### src/rtl/vga_pkg.sv
// Shared types and constants for the video memory fetcher.
package vga_pkg;

  localparam int VGA_ADR_W     = 30;
  localparam int VGA_BURST_LEN = 8;

  typedef enum logic [2:0] {
    ST_IDLE,
    ST_WAIT_EOV,
    ST_CHECK,
    ST_BURST,
    ST_DRAIN
  } vga_fetch_state_t;

endpackage

### src/rtl/vga_fetch_ctr.sv
// Word/line down-counter pair for the frame fetcher; flags the last word of a
// line (eol) and of a frame (eof) for the beat currently on the bus.
module vga_fetch_ctr (
  input  logic        clk,
  input  logic        nrst,
  input  logic        load,
  input  logic        dec,
  input  logic [15:0] hwords,
  input  logic [15:0] vlines,
  output logic [15:0] word_cnt,
  output logic        eol,
  output logic        eof
);

  logic [15:0] line_cnt;

  always_ff @(posedge clk or negedge nrst) begin
    if (!nrst) begin
      word_cnt <= 16'd0;
      line_cnt <= 16'd0;
    end else if (load) begin
      word_cnt <= hwords;
      line_cnt <= vlines;
    end else if (dec) begin
      if (eol) begin
        word_cnt <= hwords;
        if (line_cnt != 16'd0)
          line_cnt <= line_cnt - 16'd1;
      end else begin
        word_cnt <= word_cnt - 16'd1;
      end
    end
  end

  assign eol = (word_cnt == 16'd1);
  assign eof = eol && (line_cnt <= 16'd1);

endmodule

### src/rtl/vga_fetch.sv
// Frame-buffer burst fetcher feeding the pixel line FIFO, frame-aligned to eov.
// Optional VGA_FETCH_STRIDE_EN adds a vstride input for non-contiguous lines.
module vga_fetch
  import vga_pkg::*;
#(
  parameter int BURST_LEN = VGA_BURST_LEN
) (
  input  logic        clk,
  input  logic        nrst,
  input  logic        ctrl_ven,
  input  logic [31:2] vbase,
  input  logic [15:0] hwords,
  input  logic [15:0] vlines,
  input  logic        eov,
  input  logic [7:0]  fifo_free,
`ifdef VGA_FETCH_STRIDE_EN
  input  logic [15:0] vstride,
`endif
  output logic        mem_req,
  output logic [31:2] mem_adr,
  output logic        mem_last,
  input  logic        mem_ack,
  input  logic [31:0] mem_dat,
  output logic        fifo_wr,
  output logic [31:0] fifo_dat,
  output logic        fifo_clr,
  output logic        frame_done,
  output logic        sync_err
);

  localparam int BEAT_W = $clog2(BURST_LEN) + 1;

  vga_fetch_state_t     state;
  logic [31:2]          line_start;
  logic [BEAT_W-1:0]    beat_cnt;
  logic [BEAT_W-1:0]    n;
  logic                 drain_idle;
  logic [15:0]          word_cnt;
  logic                 eol;
  logic                 eof;
  logic [15:0]          line_step;
  logic [VGA_ADR_W-1:0] next_line;
  logic                 cfg_ok;
  logic                 beat_ack;
  logic                 last_beat;
  logic                 reload;
  logic                 ctr_dec;
  logic                 frame_end;

`ifdef VGA_FETCH_STRIDE_EN
  assign line_step = vstride;
`else
  assign line_step = hwords;
`endif

  assign next_line = line_start + VGA_ADR_W'(line_step);
  assign cfg_ok    = (hwords != 16'd0) && (vlines != 16'd0);
  assign beat_ack  = mem_req && mem_ack;
  assign last_beat = beat_ack && (beat_cnt == BEAT_W'(1));
  assign ctr_dec   = (state == ST_BURST) && beat_ack;
  assign frame_end = ctr_dec && eof;

  // Burst length: never past the line end, never above BURST_LEN.
  always_comb begin
    if (word_cnt < 16'(BURST_LEN))
      n = word_cnt[BEAT_W-1:0];
    else
      n = BEAT_W'(BURST_LEN);
  end

  // A frame (re)load restarts address and counters from vbase.
  always_comb begin
    reload = 1'b0;
    case (state)
      ST_WAIT_EOV, ST_CHECK: reload = ctrl_ven && eov && cfg_ok;
      ST_BURST:              reload = ctrl_ven && eov && last_beat && cfg_ok;
      ST_DRAIN:              reload = ctrl_ven && !drain_idle && last_beat && cfg_ok;
      default:               reload = 1'b0;
    endcase
  end

  vga_fetch_ctr u_ctr (
    .clk      (clk),
    .nrst     (nrst),
    .load     (reload),
    .dec      (ctr_dec),
    .hwords   (hwords),
    .vlines   (vlines),
    .word_cnt (word_cnt),
    .eol      (eol),
    .eof      (eof)
  );

  always_ff @(posedge clk or negedge nrst) begin
    if (!nrst) begin
      state      <= ST_IDLE;
      mem_req    <= 1'b0;
      mem_adr    <= '0;
      mem_last   <= 1'b0;
      fifo_wr    <= 1'b0;
      fifo_dat   <= '0;
      fifo_clr   <= 1'b0;
      frame_done <= 1'b0;
      sync_err   <= 1'b0;
      line_start <= '0;
      beat_cnt   <= '0;
      drain_idle <= 1'b0;
    end else begin
      fifo_wr    <= 1'b0;
      fifo_clr   <= 1'b0;
      frame_done <= 1'b0;

      case (state)
        ST_IDLE: begin
          sync_err <= 1'b0;
          if (ctrl_ven)
            state <= ST_WAIT_EOV;
        end

        ST_WAIT_EOV: begin
          if (!ctrl_ven)
            state <= ST_IDLE;
          else if (reload)
            state <= ST_CHECK;
        end

        ST_CHECK: begin
          if (!ctrl_ven) begin
            state <= ST_IDLE;
          end else if (eov) begin
            sync_err <= 1'b1;
            if (!reload)
              state <= ST_WAIT_EOV;
          end else if (8'(n) <= fifo_free) begin
            state    <= ST_BURST;
            mem_req  <= 1'b1;
            beat_cnt <= n;
            mem_last <= (n == BEAT_W'(1));
          end
        end

        ST_BURST: begin
          if (beat_ack) begin
            beat_cnt <= beat_cnt - BEAT_W'(1);
            mem_last <= (beat_cnt == BEAT_W'(2));
            mem_adr  <= eol ? next_line : mem_adr + 30'd1;
            if (eol)
              line_start <= next_line;
            // A beat coinciding with an early eov belongs to the aborted frame.
            if (!(eov && !frame_end)) begin
              fifo_wr  <= 1'b1;
              fifo_dat <= mem_dat;
            end
            frame_done <= frame_end;
          end
          if (last_beat) begin
            mem_req  <= 1'b0;
            mem_last <= 1'b0;
            if (eov && !frame_end)
              sync_err <= 1'b1;
            if (!ctrl_ven)
              state <= ST_IDLE;
            else if (reload)
              state <= ST_CHECK;
            else if (frame_end || eov)
              state <= ST_WAIT_EOV;
            else
              state <= ST_CHECK;
          end else if (!ctrl_ven) begin
            state      <= ST_DRAIN;
            drain_idle <= 1'b1;
          end else if (eov) begin
            sync_err   <= 1'b1;
            state      <= ST_DRAIN;
            drain_idle <= 1'b0;
          end
        end

        ST_DRAIN: begin
          if (!ctrl_ven)
            drain_idle <= 1'b1;
          if (beat_ack) begin
            beat_cnt <= beat_cnt - BEAT_W'(1);
            mem_last <= (beat_cnt == BEAT_W'(2));
            mem_adr  <= mem_adr + 30'd1;
          end
          if (last_beat) begin
            mem_req  <= 1'b0;
            mem_last <= 1'b0;
            if (reload)
              state <= ST_CHECK;
            else if (ctrl_ven && !drain_idle)
              state <= ST_WAIT_EOV;
            else
              state <= ST_IDLE;
          end
        end

        default: state <= ST_IDLE;
      endcase

      if (reload) begin
        mem_adr    <= vbase;
        line_start <= vbase;
        fifo_clr   <= 1'b1;
      end
    end
  end

endmodule

### config.mk
export PLATFORM = sky130hd
export DESIGN_NAME = vga_fetch
export DESIGN_NICKNAME = d
export VERILOG_FILES = /design/src/rtl/vga_pkg.sv /design/src/rtl/vga_fetch_ctr.sv /design/src/rtl/vga_fetch.sv
export SDC_FILE = /design/constraint.sdc
export NUM_CORES = 1
export LEC_CHECK = 0
export ABC_AREA = 1
export ABC_CLOCK_PERIOD_IN_PS = 5500
export BUFFER_PORTS_ARGS = -buffer_cell sky130_fd_sc_hd__buf_2
export CAP_MARGIN = 20
export CORE_UTILIZATION = 30
export DETAILED_ROUTE_END_ITERATION = 10
export GPL_TIMING_DRIVEN = 0
export PLACE_DENSITY_LB_ADDON = 0.3
export SLEW_MARGIN = 25
export SYNTH_ARGS = -nofsm -noshare
export SYNTH_HDL_FRONTEND = slang
export SYNTH_SLANG_ARGS = --single-unit
export TNS_END_PERCENT = 20
### constraint.sdc
create_clock -name clk -period 5.5 [get_ports clk]
set_clock_uncertainty 0.2 [all_clocks]
set_input_delay 1.1 -clock clk [delete_from_list [all_inputs] [get_ports clk]]
set_output_delay 1.1 -clock clk [all_outputs]
set_load 0.05 [all_outputs]
After elaboration in Yosys (flattened, before gate mapping)
Index checks and enable logic that the tools add are counted.
{ "op_classes": {"add_sub_neg": 5, "n_bitwise": 1, "mux": 67, "eq_ne": 26, "order_cmp": 3, "reduce_logical": 42} }
{ "op_table": {"columns": ["cell", "count"], "rows": [
  ["$mux 30", 8],
  ["$mux 16", 7],
  ["$pmux 30 s2", 1],
  ["$reduce_bool 16->1", 3],
  ["$mux 3", 11],
  ["$sub 16x1->16 const B", 2],
  ["$add 30x1->30 const B", 1],
  ["$add 30x16->30", 1],
  ["$mux 1", 24],
  ["$mux 4", 5],
  ["$eq 16x1->1 const B", 1],
  ["$le 16x1->1 const B", 1],
  ["$lt 16x4->1 const B", 1],
  ["$pmux 3 s5", 1],
  ["$reduce_and 5->1", 3],
  ["$logic_and 1x1->1", 14],
  ["$ne 2x2->1 const B", 7],
  ["$reduce_bool 2->1", 7],
  ["$ne 3x3->1 const B", 4],
  ["$ne 4x4->1 const B", 3],
  ["$reduce_and 3->1", 4],
  ["$eq 4x1->1 const B", 2],
  ["$le 4x8->1", 1],
  ["$mux 2", 4],
  ["20 further kinds", 28]
]} }
{ "totals": {"elab_cells": 158, "out_inout_bits": 68, "inputBits": 107, "reg_bits": 138} }

Logic depth before layout (Yosys ltp)
{ "depth": {"depth_word": 9, "mapped_depth": 19, "depth_no_buf": 19} }

Modules after synthesis
Synthesis repeated with hierarchy kept, for this count alone.
{ "unflattened": {"hier_cells": 1718, "hier_area_um2": 10515.1} }
{ "by_module_without_submodules": {"columns": ["module", "n_inst", "area_each_um2", "seq_area_each_um2", "cells_each"], "rows": [
  ["vga_fetch", 1, 8023.9, 2652.5, 1311],
  ["vga_fetch_ctr", 1, 2491.1, 800.8, 407]
]} }

Worst setup path after synthesis
Ideal clock, no wire load.
{ "synth_timing": {"path_kind": "input-to-reg", "start": "in hwords[0]", "end": "reg line_start[26] in the netlist's numbering", "t_arrival_ns": 2.524, "n_path_buf": 0, "cell_stages": 15, "required_time_ns": 5.183, "setup_time_ns": 0.117, "slack_ns": 2.660, "path_cell_list": "ha_1 -> inv_1 -> fa_1 -> inv_1 -> nand3_1 -> nand3_1 -> nand2_1 -> nand2_1 -> nand3_1 -> nand3_1 -> nand2_1 -> nand2_1 -> nand2_1 -> nand2_1 -> nand2_1"} }
{ "synth_via": {"elab_chain_len": 6, "word_cells_on_any_way": 15, "cone_classes": "1 x add/sub; 5 x mux; 9 x reduce/logical"} }
{ "synth_lines": {"columns": ["item", "line", "source"], "rows": [
  ["start, declared", "vga_fetch.sv:12", "input logic [15:0] hwords,"],
  ["branches (longest 6 deep; another with $add 30x16->30)", null, null],
  ["end signal, assigned", "vga_fetch.sv:148", "line_start <= next_line;"],
  ["end signal, assigned", "vga_fetch.sv:204", "line_start <= vbase;"],
  ["end, declared", "vga_fetch.sv:34", "logic [31:2] line_start;"]
]} }
Several ways; the timed one is not identified. The select of a mux whose other input is x is not followed.
A chain may end at the register's enable or synchronous reset.

Final worst setup path
{ "layout_timing": {"start": "reg u_ctr.word_cnt[6]", "end": "reg mem_last"} }
{ "layout_via": {"elab_chain_len": 7, "word_cells_on_any_way": 10, "cone_classes": "2 x order compare; 2 x eq/ne; 5 x mux; 1 x reduce/logical"} }
{ "layout_lines": {"columns": ["item", "line", "source"], "rows": [
  ["start, declared", "vga_fetch_ctr.sv:10", "output logic [15:0] word_cnt,"],
  ["start signal, assigned", "vga_fetch_ctr.sv:22", "word_cnt <= hwords;"],
  ["start signal, assigned", "vga_fetch_ctr.sv:26", "word_cnt <= hwords;"],
  ["start signal, assigned", "vga_fetch_ctr.sv:30", "word_cnt <= word_cnt - 16'd1;"],
  ["$lt 16x4->1 (*)", "vga_fetch.sv:65", "if (word_cnt < 16'(BURST_LEN))"],
  ["$mux 4 (*)", "vga_fetch.sv:65", null],
  ["branches (longest 5 deep; another with $le 4x8->1)", null, null],
  ["end signal, assigned", "vga_fetch.sv:138", "mem_last <= (n == BEAT_W'(1));"],
  ["end signal, assigned", "vga_fetch.sv:145", "mem_last <= (beat_cnt == BEAT_W'(2));"],
  ["end signal, assigned", "vga_fetch.sv:184", "mem_last <= (beat_cnt == BEAT_W'(2));"],
  ["end, declared", "vga_fetch.sv:21", "output logic mem_last,"]
]} }
Every way passes the cells marked *. The select of a mux whose other input is x is not followed.

==> flow_metrics.py <==
metrics = {
    "clock_tree": {
        "cts_hold_repair.buffers": 0,
        "cts_buffers": 17,
        "clock-sinks": 138,
        "post_cts_buffers": 0,
        "clockRootBuffer": "clkbuf_16",
        "tritoncts": "yes",
        "clk_latency_ps": 440,
        "clk_pin_slew_ps": 70,
        "clk_path_buf_depth": 2,
        "htree_levels": 4,
        "cts_resized": 0,
    },
    "place": {
        "hpwl_um": 28800,
        "gp_congestion": 0.931,
        "placed_area_sq_um": 11800,
        "io_buffers": 174,
    },
    "logic_synthesis": {
        "synth_cell_type_count": 42,
        "synth_fa_ha_area_share_pct": 3.69,
        "synth_compound_area_share_pct": 8.22,
        "synthesis.area_sq_um": 10400,
        "synth_top_area_share_pct": 33.3,
        "synth.avg_cell_area_sq_um": 6.21,
        "synth_top_family_by_area": "simple AND/OR/NAND/NOR gates",
        "synthArstFlopShare_pct": 100,
        "synth_warnings": 0,
        "synth_edf_count": 0,
        "yosysSeqAreaShare_pct": 33.3,
        "synthSimpleGateAreaFrac_pct": 41.0,
        "ys.flop_type": "dfrtp_1",
        "synth-xor-area-share_pct": 3.29,
        "yosys-top-cells-count": "nand2_1, inv_1, nor2_1",
        "ys_top_cells_by_area": "dfrtp_1, nand2_1, inv_1",
        "muxShareOfSynthArea_pct": 0,
        "yosysMostFrequentCell": "nand2_1",
        "synth_fp_nets": 1807,
        "synth_area_leader_cell": "dfrtp_1",
        "synth-seq-cells": 138,
        "syn_inst": 1670,
    },
    "worst_setup_path": {
        "reg2reg_depth": 15,
        "r2r-start": "u_ctr.word_cnt[6]",
        "worstPathRequired_ps": 5640,
        "crit_type": "reg2reg",
        "crit_end": "mem_last",
        "worstPathArrival_ps": 3560,
        "ff2ff_setup_slack_ps": 2080,
        "startpoint": "u_ctr.word_cnt[6]",
        "critPathMaxFanout": 10,
        "start_kind": "flop",
        "cp-end-kind": "flop",
        "timing.rr.end": "mem_last",
    },
    "floorplan": {
        "fp-row-count": 67,
        "die_w_um": 188,
        "start_util_pct": 30.7,
        "dieArea_sq_um": 35300,
        "io_pins": 175,
        "core_sq_um": 33800,
        "die-height_um": 188,
    },
    "cells_and_area": {
        "design_area_sq_um": 12400,
        "syn_to_final_growth_pct": 19.6,
        "drive_gt1_share_pct": 14.1,
        "fillers": 3775,
        "diodes": 0,
        "nets": 2001,
    },
    "timing": {
        "setup_viol": 0,
        "hold_violations": 0,
        "tightest_slew_ps": 742,
        "setup_tns_ps": 0,
        "rsz0062_at_grt": "no",
        "min_period_ps": 3420,
        "fin_crit_sh_pct": 62.2,
        "fmax_mhz": 292,
        "relSlewSlack_pct": 50.5,
        "maxSlewViolCount": 0,
    },
    "hold_path": {
        "hold_class": "reg2reg",
    },
    "detailed_routing": {
        "wl_um": 36900,
        "wl_per_cell_um": 15.9,
        "ant_nets": 0,
        "drt_drc_violations_left": 0,
        "vias_per_cell": 4.88,
        "drt_pass1_iterations": 5,
        "detail_route.iter0.violations": 1113,
        "vias": 11400,
    },
    "global_route": {
        "grt.total_usage_pct": 21.1,
        "grt_pass1_vias": 10500,
        "overflow": 0,
        "antenna_found_initial": 0,
        "grt_max_degree": 79,
        "grt_pass1_wl_um": 57700,
    },
    "power": {
        "cellLeakagePower_nw": 6.91,
        "power.density_nw_per_um2": 571,
        "power_mw": 7.08,
        "ir_drop_mv": 0.331,
    },
    "outcome": {
        "status": "finished, final reports clean",
    },
    "flow_run": {
        "drv_cap": 0,
    },
}
==> kinds of logic (layout without fill, tap and decap cells) <==
kind of cell,count (synthesis),count (layout)
and+or+nand+nor,1037,1037
buffers and inverters,272,479
AOI/OAI and AO/OA,154,154
DFF,138,138
xor gates and xnor gates,39,39
adders and majority gates,30,30
==> state kept, by name, indices dropped and copies added (netlist names) <==
register / cells
fifo_wr: 1
sync_err: 1
fifo_clr: 1
frame_done: 1
u_ctr.line_cnt: 16
u_ctr.word_cnt: 16
fifo_dat: 32
mem_last: 1
drain_idle: 1
beat_cnt: 4
mem_adr: 30
line_start: 30
state: 3
mem_req: 1
==> through the flow <==
step	cells	hold WS (ps)	setup WS (ps)	util, %
2_1_floorplan	1670	253	2660	-
5_1_grt	2325	300	1780	36.7
3_5_place_dp	2293	262	1980	35.1
4_1_cts	2325	283	2070	36.7
3_3_place_gp	2292	259	869	35.0
6_report	2325	281	2080	36.7
==> cell type report <==
cell class / instances / area [sq um] / area share [%]
clock buffer: 18 / 439 / 3.54
timing repair buffer: 175 / 908 / 7.32
buffer: 37 / 206 / 1.66
inverter: 235 / 882 / 7.11
tap: 448 / 561 / 4.52
sequential: 138 / 3450 / 27.8
clock inverter: 14 / 126 / 1.02
multi-input combinational: 1260 / 5830 / 47.0
==> cells in the final DEF, fill, tap and decap left out, drive strengths merged, types with 3 or more instances in the layout <==
| cell | synthesis | layout |
|---|---|---|
| nor2 | 167 | 167 |
| dfrtp | 138 | 138 |
| o21a | 5 | 5 |
| clkinvlp | 0 | 3 |
| nor3 | 32 | 32 |
| ha | 29 | 29 |
| clkinv | 1 | 3 |
| or2 | 4 | 4 |
| nand3 | 142 | 142 |
| o22ai | 5 | 5 |
| xor2 | 26 | 26 |
| a21oi | 29 | 29 |
| clkbuf | 6 | 24 |
| o21ai | 99 | 99 |
| o211ai | 10 | 10 |
| nand2 | 662 | 662 |
| nand4 | 23 | 23 |
| xnor2 | 13 | 13 |
| inv | 234 | 243 |
| buf | 31 | 206 |
==> power by group <==
| part | switching (mW) | total (mW) | internal (mW) |
|---|---|---|---|
| clock network | 0.547 | 1.15 | 0.608 |
| registers | 0.470 | 1.92 | 1.45 |
| logic | 2.83 | 4.00 | 1.17 |
==> per-layer routing <==
| metal | vias up | track usage, % | routed length (um) |
|---|---|---|---|
| met2 | 477 | 33.4 | 16500 |
| met5 | - | 0 | 0 |
| li1 | 5609 | - | - |
| met3 | 51 | 3.78 | 2710 |
| met4 | 0 | 7.32 | 943 |
| met1 | 5213 | 28.8 | 16700 |
==> critical path: stages, from the launching register on <==
cell	delay (ps)
dfrtp_1	430
nor2_1	150
nand2_1	170
nor3_1	310
nand2_1	200
nor2_1	210
ha_1	280
inv_1	60
nor2_1	30
o21ai_0	130
nand2_1	110
nand3_1	80
nand2_1	70
a21oi_1	520
o21ai_1	160
o21a_1	200
==> worst min-delay path by stage <==
stage,depth (start not counted),startpoint,slack (ps),endpoint
floorplan,2,line_start[16],250,line_start[16]
global placement,2,fifo_dat[6],260,fifo_dat[6]
detailed placement,2,fifo_dat[17],260,fifo_dat[17]
CTS,2,fifo_dat[1],280,fifo_dat[1]
global route,2,fifo_dat[10],300,fifo_dat[10]
finish,2,fifo_dat[5],280,fifo_dat[5]
Note: power is estimated with default switching activity, not from simulation.
